[src/rtl/br_resolve_unit_if.sv]
// Bundle of the IF->ID->EX handshake, the WB flush request and the predictor training/repair
// signals around br_resolve_unit.
//   master : stimulus side (drives instructions, out_ready, flush)
//   slave  : resolver side (drives in_ready, stage outputs, training, redirect, counters)
interface br_resolve_unit_if;
  // IF -> ID
  logic        in_valid;
  logic        in_ready;
  logic [31:0] in_pc;
  logic [31:0] in_pred_npc;
  logic [3:0]  in_br_op;
  logic [31:0] in_offs;
  logic [31:0] in_rj_val;
  logic [31:0] in_rd_val;
  // ID -> EX
  logic        out_valid;
  logic        out_ready;
  logic [31:0] out_pc;
  // WB flush
  logic        flush;
  logic [31:0] flush_pc;
  // Predictor training / repair
  logic        br_taken;
  logic [31:0] current_pc;
  logic [31:0] br_target;
  logic        notice_pre;
  // Pre-IF redirect
  logic        redirect_valid;
  logic [31:0] redirect_pc;
  // Performance counters
  logic [31:0] br_cnt;
  logic [31:0] mispred_cnt;

  modport master (
    output in_valid, in_pc, in_pred_npc, in_br_op, in_offs, in_rj_val, in_rd_val,
    output out_ready, flush, flush_pc,
    input  in_ready, out_valid, out_pc,
    input  br_taken, current_pc, br_target, notice_pre,
    input  redirect_valid, redirect_pc, br_cnt, mispred_cnt
  );

  modport slave (
    input  in_valid, in_pc, in_pred_npc, in_br_op, in_offs, in_rj_val, in_rd_val,
    input  out_ready, flush, flush_pc,
    output in_ready, out_valid, out_pc,
    output br_taken, current_pc, br_target, notice_pre,
    output redirect_valid, redirect_pc, br_cnt, mispred_cnt
  );
endinterface

[src/rtl/br_resolve_unit.sv]
// Decode-stage branch resolver. Holds one instruction in a single-entry ID register, resolves its
// real next PC, trains/repairs the next-PC predictor, issues fetch redirects, drops wrong-path
// instructions by tracking the expected PC, and counts branches and mispredictions.
// Ports:
//   clk  : clock
//   rst  : asynchronous active-high reset
//   bus  : br_resolve_unit_if.slave -- IF->ID input handshake, ID->EX output handshake, WB flush,
//          predictor training (br_taken/current_pc/br_target/notice_pre), redirect, counters
module br_resolve_unit #(
  parameter logic [31:0] RESET_PC = 32'h1c000000
) (
  input logic              clk,
  input logic              rst,
  br_resolve_unit_if.slave bus
);

  localparam logic [3:0] OpBeq  = 4'd1;
  localparam logic [3:0] OpBne  = 4'd2;
  localparam logic [3:0] OpBlt  = 4'd3;
  localparam logic [3:0] OpBge  = 4'd4;
  localparam logic [3:0] OpBltu = 4'd5;
  localparam logic [3:0] OpBgeu = 4'd6;
  localparam logic [3:0] OpB    = 4'd7;
  localparam logic [3:0] OpBl   = 4'd8;
  localparam logic [3:0] OpJirl = 4'd9;

  // Stage register
  logic        valid_q, valid_d;
  logic [31:0] pc_q, pred_npc_q, offs_q, rj_q, rd_q;
  logic [3:0]  op_q;

  logic [31:0] expect_pc_q, expect_pc_d;
  logic [31:0] br_cnt_q, br_cnt_d;
  logic [31:0] mispred_cnt_q, mispred_cnt_d;

  logic        fire, taken, is_br, mispred, load;
  logic [31:0] target, seq_pc, act_npc, cmp_pc;

  // Resolve the held instruction
  always_comb begin
    seq_pc = pc_q + 32'd4;
    target = (op_q == OpJirl) ? (rj_q + offs_q) : (pc_q + offs_q);
    taken  = 1'b0;
    case (op_q)
      OpBeq:            taken = (rj_q == rd_q);
      OpBne:            taken = (rj_q != rd_q);
      OpBlt:            taken = ($signed(rj_q) <  $signed(rd_q));
      OpBge:            taken = ($signed(rj_q) >= $signed(rd_q));
      OpBltu:           taken = (rj_q <  rd_q);
      OpBgeu:           taken = (rj_q >= rd_q);
      OpB, OpBl, OpJirl: taken = 1'b1;
      default:          taken = 1'b0;
    endcase
    is_br   = (op_q >= OpBeq) && (op_q <= OpJirl);
    act_npc = taken ? target : seq_pc;
  end

  assign fire    = valid_q & bus.out_ready & ~bus.flush;
  assign mispred = fire & (pred_npc_q != act_npc);

  assign bus.in_ready  = ~valid_q | bus.out_ready;
  assign bus.out_valid = valid_q;
  assign bus.out_pc    = pc_q;

  // Training and redirect data are zeroed outside a fire so the predictor only sees real events.
  assign bus.br_taken       = fire & taken;
  assign bus.notice_pre     = fire & ~taken & (pred_npc_q != seq_pc);
  assign bus.current_pc     = fire ? pc_q : 32'd0;
  assign bus.br_target      = fire ? target : 32'd0;
  assign bus.redirect_valid = mispred;
  assign bus.redirect_pc    = fire ? act_npc : 32'd0;
  assign bus.br_cnt         = br_cnt_q;
  assign bus.mispred_cnt    = mispred_cnt_q;

  // A resolving instruction already knows the true next PC, so compare against it directly
  // to allow back-to-back issue without a bubble.
  assign cmp_pc = fire ? act_npc : expect_pc_q;
  assign load   = bus.in_valid & bus.in_ready & ~bus.flush & (bus.in_pc == cmp_pc);

  always_comb begin
    valid_d       = valid_q;
    expect_pc_d   = expect_pc_q;
    br_cnt_d      = br_cnt_q;
    mispred_cnt_d = mispred_cnt_q;
    if (bus.flush) begin
      valid_d     = 1'b0;
      expect_pc_d = bus.flush_pc;
    end else begin
      if (fire) begin
        valid_d     = 1'b0;
        expect_pc_d = act_npc;
        if (is_br && (br_cnt_q != 32'hffffffff)) begin
          br_cnt_d = br_cnt_q + 32'd1;
        end
        if (mispred && (mispred_cnt_q != 32'hffffffff)) begin
          mispred_cnt_d = mispred_cnt_q + 32'd1;
        end
      end
      if (load) begin
        valid_d = 1'b1;
      end
    end
  end

  always_ff @(posedge clk or posedge rst) begin
    if (rst) begin
      valid_q       <= 1'b0;
      expect_pc_q   <= RESET_PC;
      br_cnt_q      <= 32'd0;
      mispred_cnt_q <= 32'd0;
      pc_q          <= 32'd0;
      pred_npc_q    <= 32'd0;
      op_q          <= 4'd0;
      offs_q        <= 32'd0;
      rj_q          <= 32'd0;
      rd_q          <= 32'd0;
    end else begin
      valid_q       <= valid_d;
      expect_pc_q   <= expect_pc_d;
      br_cnt_q      <= br_cnt_d;
      mispred_cnt_q <= mispred_cnt_d;
      if (load) begin
        pc_q       <= bus.in_pc;
        pred_npc_q <= bus.in_pred_npc;
        op_q       <= bus.in_br_op;
        offs_q     <= bus.in_offs;
        rj_q       <= bus.in_rj_val;
        rd_q       <= bus.in_rd_val;
      end
    end
  end

endmodule

[src/flat_wrapper.sv]
// flat-port wrapper written by rule: the top's interface ports become plain ports
module br_resolve_unit_flat 
#(
  parameter logic [31:0] RESET_PC = 32'h1c000000
)
  (clk, rst, bus_in_valid, bus_in_pc, bus_in_pred_npc, bus_in_br_op, bus_in_offs, bus_in_rj_val, bus_in_rd_val, bus_out_ready, bus_flush, bus_flush_pc, bus_in_ready, bus_out_valid, bus_out_pc, bus_br_taken, bus_current_pc, bus_br_target, bus_notice_pre, bus_redirect_valid, bus_redirect_pc, bus_br_cnt, bus_mispred_cnt);
  br_resolve_unit_if bus_i ();
  input logic clk;
  input logic rst;
  input wire logic [$bits(bus_i.in_valid)-1:0] bus_in_valid;
  input wire logic [$bits(bus_i.in_pc)-1:0] bus_in_pc;
  input wire logic [$bits(bus_i.in_pred_npc)-1:0] bus_in_pred_npc;
  input wire logic [$bits(bus_i.in_br_op)-1:0] bus_in_br_op;
  input wire logic [$bits(bus_i.in_offs)-1:0] bus_in_offs;
  input wire logic [$bits(bus_i.in_rj_val)-1:0] bus_in_rj_val;
  input wire logic [$bits(bus_i.in_rd_val)-1:0] bus_in_rd_val;
  input wire logic [$bits(bus_i.out_ready)-1:0] bus_out_ready;
  input wire logic [$bits(bus_i.flush)-1:0] bus_flush;
  input wire logic [$bits(bus_i.flush_pc)-1:0] bus_flush_pc;
  output wire logic [$bits(bus_i.in_ready)-1:0] bus_in_ready;
  output wire logic [$bits(bus_i.out_valid)-1:0] bus_out_valid;
  output wire logic [$bits(bus_i.out_pc)-1:0] bus_out_pc;
  output wire logic [$bits(bus_i.br_taken)-1:0] bus_br_taken;
  output wire logic [$bits(bus_i.current_pc)-1:0] bus_current_pc;
  output wire logic [$bits(bus_i.br_target)-1:0] bus_br_target;
  output wire logic [$bits(bus_i.notice_pre)-1:0] bus_notice_pre;
  output wire logic [$bits(bus_i.redirect_valid)-1:0] bus_redirect_valid;
  output wire logic [$bits(bus_i.redirect_pc)-1:0] bus_redirect_pc;
  output wire logic [$bits(bus_i.br_cnt)-1:0] bus_br_cnt;
  output wire logic [$bits(bus_i.mispred_cnt)-1:0] bus_mispred_cnt;
  assign bus_i.in_valid = bus_in_valid;
  assign bus_i.in_pc = bus_in_pc;
  assign bus_i.in_pred_npc = bus_in_pred_npc;
  assign bus_i.in_br_op = bus_in_br_op;
  assign bus_i.in_offs = bus_in_offs;
  assign bus_i.in_rj_val = bus_in_rj_val;
  assign bus_i.in_rd_val = bus_in_rd_val;
  assign bus_i.out_ready = bus_out_ready;
  assign bus_i.flush = bus_flush;
  assign bus_i.flush_pc = bus_flush_pc;
  assign bus_in_ready = bus_i.in_ready;
  assign bus_out_valid = bus_i.out_valid;
  assign bus_out_pc = bus_i.out_pc;
  assign bus_br_taken = bus_i.br_taken;
  assign bus_current_pc = bus_i.current_pc;
  assign bus_br_target = bus_i.br_target;
  assign bus_notice_pre = bus_i.notice_pre;
  assign bus_redirect_valid = bus_i.redirect_valid;
  assign bus_redirect_pc = bus_i.redirect_pc;
  assign bus_br_cnt = bus_i.br_cnt;
  assign bus_mispred_cnt = bus_i.mispred_cnt;
  br_resolve_unit #(.RESET_PC(RESET_PC)) u_core (.clk(clk), .rst(rst), .bus(bus_i));
endmodule
[config.mk]
export PLATFORM = sky130hd
export DESIGN_NAME = br_resolve_unit_flat
export DESIGN_NICKNAME = d
export VERILOG_FILES = /design/src/rtl/br_resolve_unit_if.sv /design/src/rtl/br_resolve_unit.sv /design/src/flat_wrapper.sv
export SDC_FILE = /design/constraint.sdc
export NUM_CORES = 1
export LEC_CHECK = 0
export CAP_MARGIN = 30
export CORE_UTILIZATION = 56
export CTS_BUF_LIST = sky130_fd_sc_hd__clkbuf_4
export DETAILED_ROUTE_END_ITERATION = 10
export DONT_BUFFER_PORTS = 1
export PLACE_DENSITY_LB_ADDON = 0.25
export SYNTH_ARGS = -nofsm -noshare
export SYNTH_HDL_FRONTEND = slang
export SYNTH_SLANG_ARGS = --single-unit
export TNS_END_PERCENT = 50
[constraint.sdc]
create_clock -name clk -period 27.7 [get_ports clk]
set_input_delay 5.54 -clock clk [delete_from_list [all_inputs] [get_ports clk]]
set_output_delay 5.54 -clock clk [all_outputs]
set_load 0.005 [all_outputs]
== Word-level counts from Yosys, hierarchy flattened ==
Index checks and enable logic that the tools add are counted.

* Register bits after elaboration: 261
* Word-level logic and storage cells: 68
* Bits of input ports: 201
* Output and inout bits: 197

* Reduce and logical (&&, ||, !) cells: 7
* Muxes and demuxes: 11
* Order comparisons: 6
* Eq/ne operators: 16
* Bitwise operators: 13
* $add $sub $neg: 5

{| class="wikitable"
|+ Operator list
! operator !! number
|-
| 2-to-1 mux 32 bit || 7
|-
| != test 32 bit || 3
|-
| adder 32 x 1 -> 32 bit, second input constant || 2
|-
| adder 32 bit || 2
|-
| == test 32 bit || 2
|-
| greater-or-equal comparator 32 bit || 2
|-
| < comparator 32 bit || 2
|-
| != test 32 bit, second input constant || 2
|-
| adder 32 x 3 -> 32 bit, second input constant || 1
|-
| == test 4 x 3 -> 1 bit, second input constant || 4
|-
| bitwise AND 1 bit || 9
|-
| == test 4 x 2 -> 1 bit, second input constant || 2
|-
| == test 4 bit, second input constant || 2
|-
| one-hot mux 1 bit (7 select lines) || 1
|-
| AND reduction 3 bit || 2
|-
| == test 4 x 1 -> 1 bit, second input constant || 1
|-
| greater-or-equal comparator 4 x 1 -> 1 bit, second input constant || 1
|-
| <= comparator 4 bit, second input constant || 1
|-
| logical AND 1 bit || 3
|-
| 2-to-1 mux 1 bit || 3
|-
| NOT 1 bit || 3
|-
| nonzero test 3 bit || 1
|-
| OR reduction 3 bit || 1
|-
| bitwise OR 1 bit || 1
|}

== Logic depth before layout (Yosys ltp) ==
* Depth after elaboration: 9
* Gate-level depth with buffers: 23

== Least setup slack after synthesis ==
OpenSTA, ideal clock, no wires.

* Path kind: in2out
* From: input bus_out_ready
* To: output bus_br_target[16]
* Data required time: 22.160 ns
* Arrival time: 7.712 ns
* Cell stages on the path: 10
* Setup slack: 14.448 ns
* Cell sequence: and2_1 > clkbuf_1 > nand2b_1 > clkbuf_1 > clkbuf_1 > clkbuf_1 > clkbuf_1 > buf_1 > buf_1 > nor2_1

* Cells in the longest elaborated chain, start to end: 3

{| class="wikitable"
|+ Ends and longest elaborated chain
! what !! line !! text
|-
| start, declared || flat_wrapper.sv:17 || <nowiki>input wire logic [$bits(bus_i.out_ready)-1:0] bus_out_ready;</nowiki>
|-
| bitwise AND 1 bit (2 in series) || br_resolve_unit.sv:58 || <nowiki>assign fire = valid_q & bus.out_ready & ~bus.flush;</nowiki>
|-
| 2-to-1 mux 32 bit || br_resolve_unit.sv:69 || <nowiki>assign bus.br_target = fire ? target : 32'd0;</nowiki>
|-
| end, declared || flat_wrapper.sv:25 || <nowiki>output wire logic [$bits(bus_i.br_target)-1:0] bus_br_target;</nowiki>
|}

Every way passes these cells.

== Final worst setup path ==
* From: input bus_out_ready
* To: output bus_redirect_pc[16]

* Cells in the longest elaborated chain, start to end: 3

{| class="wikitable"
|+ Ends and longest elaborated chain
! what !! line !! text
|-
| bitwise AND 1 bit (2 in series) || br_resolve_unit.sv:58 ||
|-
| 2-to-1 mux 32 bit || br_resolve_unit.sv:71 || <nowiki>assign bus.redirect_pc = fire ? act_npc : 32'd0;</nowiki>
|-
| end, declared || flat_wrapper.sv:28 || <nowiki>output wire logic [$bits(bus_i.redirect_pc)-1:0] bus_redirect_pc;</nowiki>
|}

Every way passes these cells.

==> results.rst <==
.. list-table::
   :header-rows: 1

   * - Metric
     - Value
   * - Result of the run
     - finished clean
   * - Max Clock Skew
     - 56.2 ps
   * - Number of warnings reported in the yosys synthesis log
     - 0
   * - Initial Utilization
     - 0.574
   * - Number of gates resized after CTS
     - 0
   * - Routability congestion estimate
     - 0.995
   * - Number of antenna violations at the first check in global routing
     - 8
   * - Area growth from synthesis to layout
     - 6.76%
   * - Full die area
     - 32400 um2
   * - Areal power density over the cells
     - 41.3 nW/um2
   * - Core area
     - 30900 um2
   * - Crit share post-route
     - 0.473
   * - Commonest non-fill, non-tap cells in the layout
     - sky130_fd_sc_hd__dfrtp_1, sky130_fd_sc_hd__mux2_1, sky130_fd_sc_hd__nand2_1, sky130_fd_sc_hd__nor2_1
   * - Post-Route Utilization
     - 0.613
   * - Cell count after synthesis
     - 1820
   * - Remaining number of nets flagged by the antenna check after routing
     - 0
   * - Post-route DRC violation count
     - 0
   * - Buffers added on ports
     - 0
   * - CTS H-tree lvls
     - 3
   * - Maximum buffer depth of the clock tree
     - 3
   * - HPWL after detailed placement
     - 44900 um
   * - Root buf cell
     - sky130_fd_sc_hd__clkbuf_4
   * - Ratio of cells with drive above 1 in the final layout
     - 0.124
   * - Number of vias after detailed routing
     - 15100
   * - Portion of the post-synthesis area used by sequential elements
     - 0.368
   * - Stages on worst setup path
     - 5
   * - Fin crit period
     - 13090 ps
   * - Floorplan row count
     - 64
   * - Fmax
     - 76.4 MHz
   * - Netlist cell types
     - 96
   * - Number of hold buffers added after cts
     - 0
   * - Largest net degree at the start of global routing
     - 130
   * - Crit-path max FO
     - 55
   * - Post-synth top flop
     - sky130_fd_sc_hd__dfrtp_1
   * - Worst path cell trace
     - and2_1 > nand2b_4 > buf_4 > a311oi_1 > a21o_1
   * - Count of cells along the worst register-to-register path
     - 18
   * - Post-route non-filler standard cell count
     - 2283
   * - DR iter-0 viols
     - 1570
   * - Vias per inst
     - 6.60
   * - Cells after DPL
     - 2146
   * - Post-synthesis average cell area
     - 9.75 um2
   * - Global-route congestion overflow total
     - 0
   * - Number of global-route vias before repair
     - 14700
   * - P_leak
     - 8.91 nW
   * - Overall routed net length
     - 59600 um
   * - Number of sinks handled by clock tree synthesis
     - 261
   * - Transition time at the pin with the least slew margin
     - 1090 ps
   * - # IOs
     - 398
   * - Max-cap violation count
     - 0
   * - CTS Buf Count
     - 74
   * - Final Hold Viols
     - 0
   * - Slowest stage delay, CP
     - 480 ps
   * - Crit path required time
     - 22160 ps
   * - Clock tree from TritonCTS
     - built
   * - Data arrival at the endpoint of the critical path
     - 7550 ps
   * - Post-CTS setup buffers
     - 0
   * - Fin. max-slew vios
     - 0
   * - Source-to-sink clock delay at the later pin of the worst-skew pair
     - 760 ps
   * - Rel. slew slack
     - 0.252
   * - Routed wire length per instance
     - 26.1 um
   * - Number of buffers and inverters on the critical path
     - 1
   * - Number of synthesized flops with an enable pin
     - 0
   * - Critical path capture point type
     - output port
   * - Fraction of registers with async set/reset
     - 1.00
   * - Cell area after synthesis
     - 17700 um2
   * - Number of nets at the end of the flow
     - 2097
   * - Die boundary height
     - 180 um
   * - Global-route wire length before repair
     - 89400 um
   * - Iteration count of the initial detailed-routing pass
     - 8
   * - Kind of critical path
     - in -> out
   * - Class of the worst hold path
     - reg -> reg
   * - Total routing resource utilization after global routing
     - 0.363
   * - Kind of start point of the critical path
     - primary input
   * - Most frequent standard cell in the layout excluding fill and tap cells
     - sky130_fd_sc_hd__dfrtp_1
   * - Die outline width
     - 180 um
   * - Clock edge transition at the registers on the reported setup and hold paths
     - 60 ps
   * - Final-report setup violation count
     - 0
   * - Cell at the slowest stage of the critical path
     - sky130_fd_sc_hd__and2_1
   * - Register bit count reported by yosys
     - 261
   * - Gate family responsible for the most delay along the worst path
     - simple AND/OR/NAND/NOR gates
   * - RSZ-0062 raised after global routing
     - false
   * - Number of cells traversed by the worst hold path
     - 1
   * - Total negative setup slack
     - 0 ps
   * - Largest vdd supply drop
     - 49.4 uV
   * - Mapped Nets
     - 2088
[cells by family (layout without fill, tap and decap cells)]
group                    count (synthesis)  in the layout  share of synthesized area
buffers and inverters                  169            227                     0.0446
AO/OA/AOI/OAI                          325            325                      0.127
XOR/XNOR                               202            202                      0.104
adder cells (fa/ha/maj)                 67             67                     0.0477
multiplexers                           220            220                      0.139
AND/OR/NAND/NOR                        576            576                      0.170
other                                    0              9                          0
flip-flops                             261            261                      0.368
[metrics by stage]
step | area (um2) | hold WS, ps | setup slack [ps] | power, mW
global placement | 17900 | 472 | 14790 | 0.422
CTS | 18900 | 491 | 14660 | 0.789
detailed placement | 17900 | 476 | 14670 | 0.422
floorplan | 17700 | 458 | 14450 | 0.416
finish | 18900 | 489 | 14610 | 0.783
global route | 18900 | 509 | 14510 | 0.810
[metal layers]
layer  wire (um)  global-route usage  vias to the layer above  part of all wire
li1            -                   -                     6655                 -
met1       24200               0.457                     7436              0.41
met2       27500               0.577                      806              0.46
met3        5890               0.111                      157             0.099
met4        2000               0.159                        4             0.034
met5          20                   0                        -           0.00034
[Yosys cell counts, types with 52 or more instances]
cell	count	area share
sky130_fd_sc_hd__nor2_1	123	0.026
sky130_fd_sc_hd__mux2_1	149	0.095
sky130_fd_sc_hd__ha_1	66	0.047
sky130_fd_sc_hd__dfrtp_1	258	0.36
sky130_fd_sc_hd__xor2_1	93	0.046
sky130_fd_sc_hd__nand3_1	53	0.015
sky130_fd_sc_hd__mux2_2	52	0.033
sky130_fd_sc_hd__o21ai_0	56	0.016
sky130_fd_sc_hd__nand2_1	137	0.029
sky130_fd_sc_hd__a21oi_1	89	0.025
sky130_fd_sc_hd__inv_1	80	0.017
sky130_fd_sc_hd__xnor2_1	103	0.051
[path summary, 6_finish.rpt]
kind | start | to | slack [ps]
max | bus_out_ready | bus_redirect_pc[16] | 14610
min reg2reg | u_core.rd_q[4] | u_core.rd_q[4] | 490
max reg2reg | u_core.op_q[1] | u_core.rd_q[21] | 19340
max in group asynchronous | rst | u_core.bus.mispred_cnt[23] | 21480
min | u_core.rd_q[4] | u_core.rd_q[4] | 490
min in group asynchronous | rst | u_core.rd_q[28] | 4850
[flip-flops by register name (all words and copies together) (netlist names)]
register,cells
u_core.bus.out_pc,32
u_core.bus.out_valid,1
u_core.expect_pc_q,32
u_core.offs_q,32
u_core.rj_q,32
u_core.op_q,4
u_core.rd_q,32
u_core.bus.br_cnt,32
u_core.pred_npc_q,32
u_core.bus.mispred_cnt,32
[final cells by class]
type	count	area, um2
Antenna cell	9	22.5
Clock buffer	103	773
Clock inverter	22	155
Fill cell	2689	12000
Inverter	80	308
Multi-Input combinational cell	1390	10500
Sequential cell	261	6540
Tap cell	396	495
Timing Repair Buffer	22	205
[report_power, final]
group | internal, mW | switching [mW]
logic | 0.0105 | 0.0168
clock network | 0.191 | 0.176
registers | 0.386 | 0.00333
total | 0.587 | 0.197
Note: power is estimated with default switching activity, not from simulation.
